===== config.mk =====
export PLATFORM = sky130hd
export DESIGN_NAME = seq_gen_serial
export DESIGN_NICKNAME = d
export VERILOG_FILES = /design/src/rtl/seq_gen_serial_pkg.sv /design/src/rtl/seq_gen_serial_piso_shift.sv /design/src/rtl/seq_gen_serial.sv
export SDC_FILE = /design/constraint.sdc
export NUM_CORES = 1
export LEC_CHECK = 0
export BUFFER_PORTS_ARGS = -buffer_cell sky130_fd_sc_hd__buf_2
export CAP_MARGIN = 20
export CORE_MARGIN = 8
export CORE_UTILIZATION = 35
export CTS_CLUSTER_SIZE = 14
export DETAILED_ROUTE_END_ITERATION = 7
export GPL_TIMING_DRIVEN = 1
export HOLD_SLACK_MARGIN = 0.1
export PLACE_DENSITY = 0.63
export SYNTH_ARGS = -nofsm -noshare
export SYNTH_HDL_FRONTEND = slang
export SYNTH_SLANG_ARGS = --single-unit

===== constraint.sdc =====
create_clock -name clk -period 2.45 [get_ports clk]
set_input_delay 0.735 -clock clk [delete_from_list [all_inputs] [get_ports clk]]
set_output_delay 0.735 -clock clk [all_outputs]
set_load 0.02 [all_outputs]

===== src/rtl/seq_gen_serial_pkg.sv =====
// Shared definitions for the serial pattern transmitter: FSM state codes
// and the default "101" pattern used to drive sequence detectors.
package seq_gen_serial_pkg;

   // S_UNUSED is never entered; the FSM decodes it back to IDLE.
   typedef enum logic [1:0] {
      S_IDLE   = 2'b00,
      S_SHIFT  = 2'b01,
      S_GAP    = 2'b10,
      S_UNUSED = 2'b11
   } state_t;

   localparam logic [2:0] PAT_101 = 3'b101;

endpackage


===== src/rtl/seq_gen_serial_piso_shift.sv =====
// Parallel-in serial-out shift register, MSB first.
// Priority: synchronous clear, then parallel load, then shift left.
module piso_shift
   import seq_gen_serial_pkg::*;
#(
   parameter int DATA_W = 3
) (
   input  logic              clk,
   input  logic              clr,
   input  logic              load,
   input  logic              shift,
   input  logic [DATA_W-1:0] din,
   output logic              msb
);

   logic [DATA_W-1:0] shreg;

   // Shift register: clear, load a new word, or move the next bit into the MSB.
   // NOTE: state registers use non-blocking assignment so every flop samples pre-edge values.
   always_ff @(posedge clk) begin
      if (clr) begin
         shreg <= '0;
      end else if (load) begin
         shreg <= din;
      end else if (shift) begin
         shreg <= shreg << 1;
      end
   end

   assign msb = shreg[DATA_W-1];

endmodule


===== src/rtl/seq_gen_serial.sv =====
// Serial pattern transmitter. Accepts a pattern, repeat count and gap over a
// valid/ready port, then emits the pattern MSB-first one bit per clock, with
// optional zero-bit gaps between repeats and a done pulse at the end.
module seq_gen_serial
   import seq_gen_serial_pkg::*;
#(
   parameter int DATA_W = 3,
   parameter int CNT_W  = 4,
   parameter int GAP_W  = 4
) (
   input  logic              clk,
   input  logic              arst,
   input  logic              load_valid,
   output logic              load_ready,
   input  logic [DATA_W-1:0] load_data,
   input  logic [CNT_W-1:0]  load_rep,
   input  logic [GAP_W-1:0]  load_gap,
   input  logic              abort,
   output logic              out,
   output logic              out_valid,
   output logic              busy,
   output logic              done
);

   localparam int BIT_W = $clog2(DATA_W) + 1;
   localparam logic [BIT_W-1:0] BIT_LAST = BIT_W'(DATA_W - 1);

   state_t            state, state_next;
   logic [DATA_W-1:0] pattern;
   logic [BIT_W-1:0]  bit_cnt;
   logic [CNT_W-1:0]  rep_left;
   logic [GAP_W-1:0]  gap_len;
   logic [GAP_W-1:0]  gap_cnt;
   logic              shreg_msb;

   // FSM control strobes
   logic accept;     // new load captured from IDLE
   logic reload;     // restart the pattern for the next repeat
   logic bit_dec;    // advance one bit within the current repeat
   logic rep_dec;    // one repeat consumed
   logic gap_start;  // enter GAP with gap_len-1 remaining
   logic gap_dec;    // one gap bit consumed
   logic done_next;

   piso_shift #(.DATA_W(DATA_W)) u_piso (
      .clk   (clk),
      .clr   (arst),
      .load  (accept | reload),
      .shift (bit_dec),
      .din   (accept ? load_data : pattern),
      .msb   (shreg_msb)
   );

   // Next-state and control decode for IDLE/SHIFT/GAP.
   // NOTE: every signal gets a default first so no path through the case leaves one unassigned (no latches).
   always_comb begin
      state_next = state;
      accept     = 1'b0;
      reload     = 1'b0;
      bit_dec    = 1'b0;
      rep_dec    = 1'b0;
      gap_start  = 1'b0;
      gap_dec    = 1'b0;
      done_next  = 1'b0;
      case (state)
         S_IDLE: begin
            if (load_valid) begin
               accept     = 1'b1;
               state_next = S_SHIFT;
            end
         end
         S_SHIFT: begin
            if (abort) begin
               state_next = S_IDLE;
            end else if (bit_cnt == '0) begin
               if (rep_left == '0) begin
                  state_next = S_IDLE;
                  done_next  = 1'b1;
               end else if (gap_len == '0) begin
                  reload  = 1'b1;
                  rep_dec = 1'b1;
               end else begin
                  gap_start  = 1'b1;
                  rep_dec    = 1'b1;
                  state_next = S_GAP;
               end
            end else begin
               bit_dec = 1'b1;
            end
         end
         S_GAP: begin
            if (abort) begin
               state_next = S_IDLE;
            end else if (gap_cnt == '0) begin
               reload     = 1'b1;
               state_next = S_SHIFT;
            end else begin
               gap_dec = 1'b1;
            end
         end
         default: state_next = S_IDLE;
      endcase
   end

   // State register; reset takes priority over any transition.
   always_ff @(posedge clk) begin
      if (arst) state <= S_IDLE;
      else      state <= state_next;
   end

   // Pattern latch, repeat/gap counters and done pulse.
   always_ff @(posedge clk) begin
      if (arst) begin
         pattern  <= '0;
         bit_cnt  <= '0;
         rep_left <= '0;
         gap_len  <= '0;
         gap_cnt  <= '0;
         done     <= 1'b0;
      end else begin
         done <= done_next;
         if (accept) begin
            pattern  <= load_data;
            rep_left <= load_rep;
            gap_len  <= load_gap;
            bit_cnt  <= BIT_LAST;
         end
         if (reload)    bit_cnt  <= BIT_LAST;
         if (bit_dec)   bit_cnt  <= bit_cnt - BIT_W'(1);
         if (rep_dec)   rep_left <= rep_left - CNT_W'(1);
         if (gap_start) gap_cnt  <= gap_len - GAP_W'(1);
         if (gap_dec)   gap_cnt  <= gap_cnt - GAP_W'(1);
      end
   end

   // Stream outputs decode from registers only; load_ready is also held low during reset.
   assign out        = (state == S_SHIFT) ? shreg_msb : 1'b0;
   assign out_valid  = (state == S_SHIFT) || (state == S_GAP);
   assign busy       = out_valid;
   assign load_ready = (state == S_IDLE) && !arst;

endmodule


==> results of run 1 <==
[worst min path at each step]
| stage | start | endpoint | slack [ps] | cells after the start |
|---|---|---|---|---|
| 6_report | pattern[0] | pattern[0] | 460 | 2 |
| 3_3_place_gp | pattern[2] | pattern[2] | 450 | 2 |
| 3_5_place_dp | pattern[0] | pattern[0] | 460 | 2 |
| 5_1_grt | pattern[0] | pattern[0] | 490 | 2 |
| 2_1_floorplan | pattern[0] | pattern[0] | 440 | 2 |
| 4_1_cts | pattern[0] | pattern[0] | 470 | 2 |
[critical path, stage by stage (launching register included)]
cell,delay [ps]
dfxtp_1,390
inv_1,80
ha_1,360
buf_2,190
[sequential cells by signal, indices dropped and copies added (netlist names)]
name	count
pattern	3
state	2
u_piso.shreg	3
gap_len	4
bit_cnt	3
done	1
rep_left	4
gap_cnt	4
[routing by layer]
layer	vias up	routed length, um	GRT usage [%]
li1	629	-	-
met1	562	1460	12.6
met2	20	1530	18.0
met3	4	117	3.00
met4	0	45	4.72
met5	-	0	0
[cell families (layout without fill, tap and decap cells)]
| family | Yosys count | count (layout) | synth area share [%] |
|---|---|---|---|
| multiplexers | 6 | 6 | 4.78 |
| AO/OA/AOI/OAI | 37 | 37 | 18.0 |
| flip-flops | 24 | 24 | 36.0 |
| AND/OR/NAND/NOR | 72 | 72 | 29.3 |
| adder cells (fa/ha/maj) | 8 | 8 | 7.49 |
| buffers and inverters | 15 | 37 | 4.49 |
[where the power goes]
group | internal [mW] | switching [mW] | total, mW
combinational | 0.166 | 0.251 | 0.417
clock | 0.218 | 0.126 | 0.345
sequential | 0.440 | 0.0431 | 0.483
total | 0.824 | 0.421 | 1.24
[cell type report]
cell class              instances  area [um2]  area share, %
clock inverters                 1        30.0           1.91
inverters                       9        33.8           2.15
well taps                      48        60.1           3.82
flip-flops and latches         24         480           30.5
repair buffers                 24         133           8.43
clock buffers                   3        41.3           2.62
multi-input cells             123         796           50.6
[metrics by stage]
step / std cells / hold slack [ps] / cell area [um2]
finish: 232 / 462 / 1570
global route: 232 / 488 / 1570
CTS: 232 / 469 / 1570
detailed placement: 228 / 456 / 1500
global placement: 228 / 452 / 1500
floorplan: 162 / 437 / 1340
[layout by cell type, fill, tap and decap left out, drive strengths merged, types with 3 or more instances in the layout]
master	count
nor3b	4
nand2b	4
nand3b	3
clkbuf	3
or3	3
nor3	6
buf	24
dfxtp	24
nor4	3
ha	8
mux2i	3
a21oi	14
a31oi	3
inv	9
nand2	22
nor2	10
o21ai	7
nand3	6
mux2	3
[cell usage after synthesis (all sizes together)]
library cell	count	area share, %
a211oi	1	0.56
a21o	1	0.56
a21oi	14	5.2
a221oi	2	1.3
a31oi	3	1.4
and2	2	0.94
and3	1	0.47
and3b	1	0.66
buf	2	0.84
clkbuf	4	1.1
dfxtp	24	36
ha	8	7.5
inv	9	2.5
mux2	3	2.5
mux2i	3	2.2
nand2	22	6.2
nand2b	4	1.9
nand3	6	2.2
nand3b	3	1.7
nand4	1	0.47
nor2	10	2.8
nor2b	1	0.47
nor3	6	2.2
nor3b	4	2.2
nor4	3	2.5
nor4b	1	0.66
o211a	1	0.75
o21a	1	0.56
o21ai	7	2.6
o221ai	1	1.1
o2bb2ai	2	1.3
o311ai	1	0.66
o31a	1	0.66
o31ai	1	0.56
o32ai	1	0.66
or3	3	1.4
or3b	2	1.3
or4	2	1.1
==> flow_metrics.tcl, run 1 <==
set metrics [dict create \
    relSlewSlack_pct 63.1 \
    die_h_um 77.8 \
    leakage_nw 0.639 \
    r2r_setup_slack_ps 490 \
    wirelength_mm 3.15 \
    finalCritPeriodShare_pct 82.5 \
    worst_pin_slew_ps 548 \
    yosysSeqAreaShare_pct 36.0 \
    ios 20 \
    endpoint "out_valid" \
    crit_type "flip-flop to output pin" \
    end_kind "output pin" \
    dp_slack_ps 204 \
    reg2regPathDepth 6 \
    path_clk_slew_ps 90 \
    ys_ff_latch 24 \
    ant_nets 0 \
    routedWlPerCell_um 13.6 \
    cp_data_required_time_ps 1710 \
    path_max_fanout 4 \
    area_growth_pct 17.8 \
    synth.avg_cell_area_um2 8.25 \
    vias 1215 \
    start_kind "flip-flop" \
    grt_pass1_wl_mm 5.38 \
    clockBufferDepth 2 \
    cts_resized 0 \
    rows 22 \
    fin_nets 208 \
    crit_start "state[0]" \
    port_buffers 19 \
    grt_antenna_before_repair 0 \
    post-cts-setup-buffers 0 \
    hpwl_mm 2.39 \
    setup_viol 0 \
    synthCells 162 \
    hp-class "flip-flop to flip-flop" \
    fin_crit_ps 2020 \
    drive_gt1_share_pct 16.3 \
    synth.net_count 185 \
    die_area_um2 6050 \
    cts_root_buf "clkbuf_8" \
    start_util_pct 36.5 \
    finalHoldViolations 0 \
    vdd_drop_max_v 0.000389 \
    grt_start_max_net_pins 28 \
    core-area_um2 3660 \
    rsz0062_at_grt "no" \
    overflow 0 \
    status "completed" \
    drc 0 \
    r2r-end "state[0]" \
    antenna_cells 0 \
    gp_congestion 0.795 \
    routed_via_density 5.24 \
    die_x_um 77.8 \
    grt.total_usage_pct 10.8 \
    yosys_warnings 0 \
    h-tree-depth 1 \
    final_core_util_pct 43.0 \
    slew_viol_final 0 \
    drv_cap 0 \
    drt_iter0_markers 84 \
    fillCellCount 389 \
    max_clock_freq_ghz 0.495 \
    numCtsBuffers 3 \
    cts_sinks 24 \
    cp.arrival_ps 1290 \
    postCtsHoldBufs 0 \
    fin_skew_ps 3.07 \
    tritoncts "built" \
    powerDensity_nw_per_um2 791 \
    worstSkewPairLatency_ps 270 \
    firstDrtPassIters 4 \
    finalPower_mw 1.24 \
    reg2reg_from "rep_left[0]" \
    setup_ws_ps 429 \
    grt_pass1_vias 1186 \
    finalSetupTns_ps 0 \
    synth_cell_types 41 \
    synth.cell_area_um2 1340 \
]
Note: power is estimated with default switching activity, not from simulation.
==> run 2: changes to the inputs <==
--- a/config.mk
+++ b/config.mk
@@ -13,7 +13,7 @@
 export DETAILED_ROUTE_END_ITERATION = 7
 export GPL_TIMING_DRIVEN = 1
 export HOLD_SLACK_MARGIN = 0.1
-export PLACE_DENSITY = 0.63
+export PLACE_DENSITY = 0.65
 export SYNTH_ARGS = -nofsm -noshare
 export SYNTH_HDL_FRONTEND = slang
 export SYNTH_SLANG_ARGS = --single-unit
==> constraint.sdc (replaced) <==
create_clock -name clk -period 1.8 [get_ports clk]
set_input_delay 0.54 -clock clk [delete_from_list [all_inputs] [get_ports clk]]
set_output_delay 0.54 -clock clk [all_outputs]
set_load 0.02 [all_outputs]
==> run 2 against run 1 <==
Critical path depth up 1. Cell area rose by 21%. Clock skew decreased by 0.68 ps. Count of clock-buffer cells in the layout is the same. Sequential cell count unchanged. Sequential share of layout area is 4.8 points lower. Via count is 6.6% higher. Critical endpoint is now out.
==> flow_metrics.tcl, run 2 (same netlist as run 1, synthesis figures left out) <==
set metrics [dict create \
    status "completed" \
    fin_skew_ps 2.39 \
    grt_antenna_before_repair 0 \
    reg2reg_from "gap_cnt[3]" \
    final_core_util_pct 51.9 \
    hp-start "pattern[1]" \
    start_util_pct 36.5 \
    hpwl_mm 2.63 \
    hp-class "flip-flop to flip-flop" \
    path_depth 4 \
    drv_cap 0 \
    critPathMostFrequentCell "buf_6" \
    multi_input_area_um2 911 \
    powerDensity_nw_per_um2 1050 \
    leakage_nw 0.788 \
    final_cell_mix "buf_4 (27), nand2_1 (21), dfxtp_1 (20)" \
    crit_type "flip-flop to output pin" \
    worstSkewPairLatency_ps 270 \
    fin_nets 231 \
    p_clk_share_pct 23.8 \
    tritoncts "built" \
    r2r-end "gap_cnt[2]" \
    pwr-share-comb_pct 43.0 \
    area_growth_pct 42.2 \
    firstDrtPassIters 4 \
    path_clk_slew_ps 90 \
    ant_nets 0 \
    end_kind "output pin" \
    whs_path_depth 2 \
    die_x_um 77.8 \
    crit_buf_inv 2 \
    die_h_um 77.8 \
    port_buffers 19 \
    drive_gt1_share_pct 37.2 \
    rsz0062_at_grt "yes" \
    dp.cells 250 \
    vias 1295 \
    path_cells "ha_4, buf_6, and2_4, buf_6" \
    cp.arrival_ps 1210 \
    cp_top_family "flip-flops" \
    design_area_um2 1900 \
    fin_hold_ws_ps 460 \
    routed_via_density 5.08 \
    drc 0 \
    core-area_um2 3660 \
    start_kind "flip-flop" \
    placed_area_um2 1690 \
    ios 20 \
    stdcell_count 255 \
    fillCellCount 369 \
    reg_top3 "gap_cnt x4, gap_len x4, rep_left x4" \
    cp_data_required_time_ps 1260 \
    cts_root_buf "clkbuf_8" \
    reg2regPathDepth 9 \
    relSlewSlack_pct 70.1 \
    numCtsBuffers 3 \
    switching_power_mw 0.666 \
    overflow 0 \
    max_clock_freq_ghz 0.571 \
    routedWlPerCell_um 13.6 \
    rows 22 \
    worstHoldEndpoint "pattern[1]" \
    seq_area_um2 488 \
    slowest_delay_ps 380 \
    worst_pin_slew_ps 445 \
    clockBufferDepth 2 \
    slew_viol_final 0 \
    finalHoldViolations 0 \
    finalPower_mw 1.99 \
    drt_iter0_markers 58 \
    vdd_drop_max_v 0.000543 \
    die_area_um2 6050 \
    grt.total_usage_pct 11.1 \
    sw_frac_of_total_pct 33.5 \
    p_seq_share_pct 33.2 \
    fin_crit_ps 1750 \
    finalCritPeriodShare_pct 97.2 \
    gp_congestion 0.843 \
    r2r_setup_slack_ps 60 \
    grt_pass1_wl_mm 5.77 \
    h-tree-depth 1 \
    intPower_mw 1.32 \
    path_max_fanout 5 \
    grt_pass1_vias 1274 \
    wirelength_mm 3.46 \
    setup_viol 0 \
    cts_sinks 24 \
    grt_start_max_net_pins 18 \
    final_common_cell "buf_4" \
    antenna_cells 0 \
    crit_slowest_cell "dfxtp_4" \
]
[run 2: changes by cell type in the layout (fill, tap and decap cells not counted), sizes merged]
cell  change
buf      +23
[run 2: what timing repair did]
action | 4_1_cts | 5_1_grt
setup endpoints to repair | 9 | 17
hold endpoints to repair | 0 | 0
gates resized for setup | 16 | 21
pin swaps | 2 | 8
setup buffers | 1 | 0
hold buffers | 0 | 0
[run 2: metrics by stage]
stage	setup WS [ps]	setup TNS [ps]
after detailed placement	-103	-214
after global routing	-98.4	-148
after global placement	-42.1	-53.2
final	49.7	0
after floorplan	-31.3	-31.3
after CTS	10.4	0
[run 2: per-layer routing]
layer	up-vias	part of all wire [%]	GRT usage (%)	wire length (um)
met1	598	48	14.1	1660
met3	2	3.2	2.88	112
met5	-	0	0	0
met4	0	0.20	1.70	7
met2	22	49	18.7	1680
li1	673	-	-	-
[run 2: worst min-delay path: cells and delay by family, from the launching register on]
family             cells  cell delay, ps
DFF                    1             310
AOI/OAI and AO/OA      1              60
and+or+nand+nor        1              40
[run 2: area by class of cell]
cell class                 instances  share of cell area, %
clock buffer                       3                   2.17
timing repair buffer              47                   17.6
sequential                        24                   25.7
clock inverter                     1                   1.58
inverter                           9                   1.91
multi-input combinational        123                   47.9
tap                               48                   3.16
[run 2: worst max path at each step]
stage          startpoint          to
6_report         state[0]         out
5_1_grt        gap_cnt[3]  gap_cnt[2]
4_1_cts          state[1]  load_ready
3_5_place_dp        abort  gap_cnt[2]
3_3_place_gp        abort  gap_cnt[2]
2_1_floorplan       abort  gap_cnt[2]
[run 2: power by group through the flow]
stage | sequential (mW) | combinational [mW] | clock, mW
floorplan | 0.656 | 0.448 | 0
global placement | 0.658 | 0.710 | 0
detailed placement | 0.659 | 0.718 | 0
CTS | 0.650 | 0.780 | 0.486
global route | 0.671 | 0.943 | 0.500
finish | 0.661 | 0.855 | 0.474
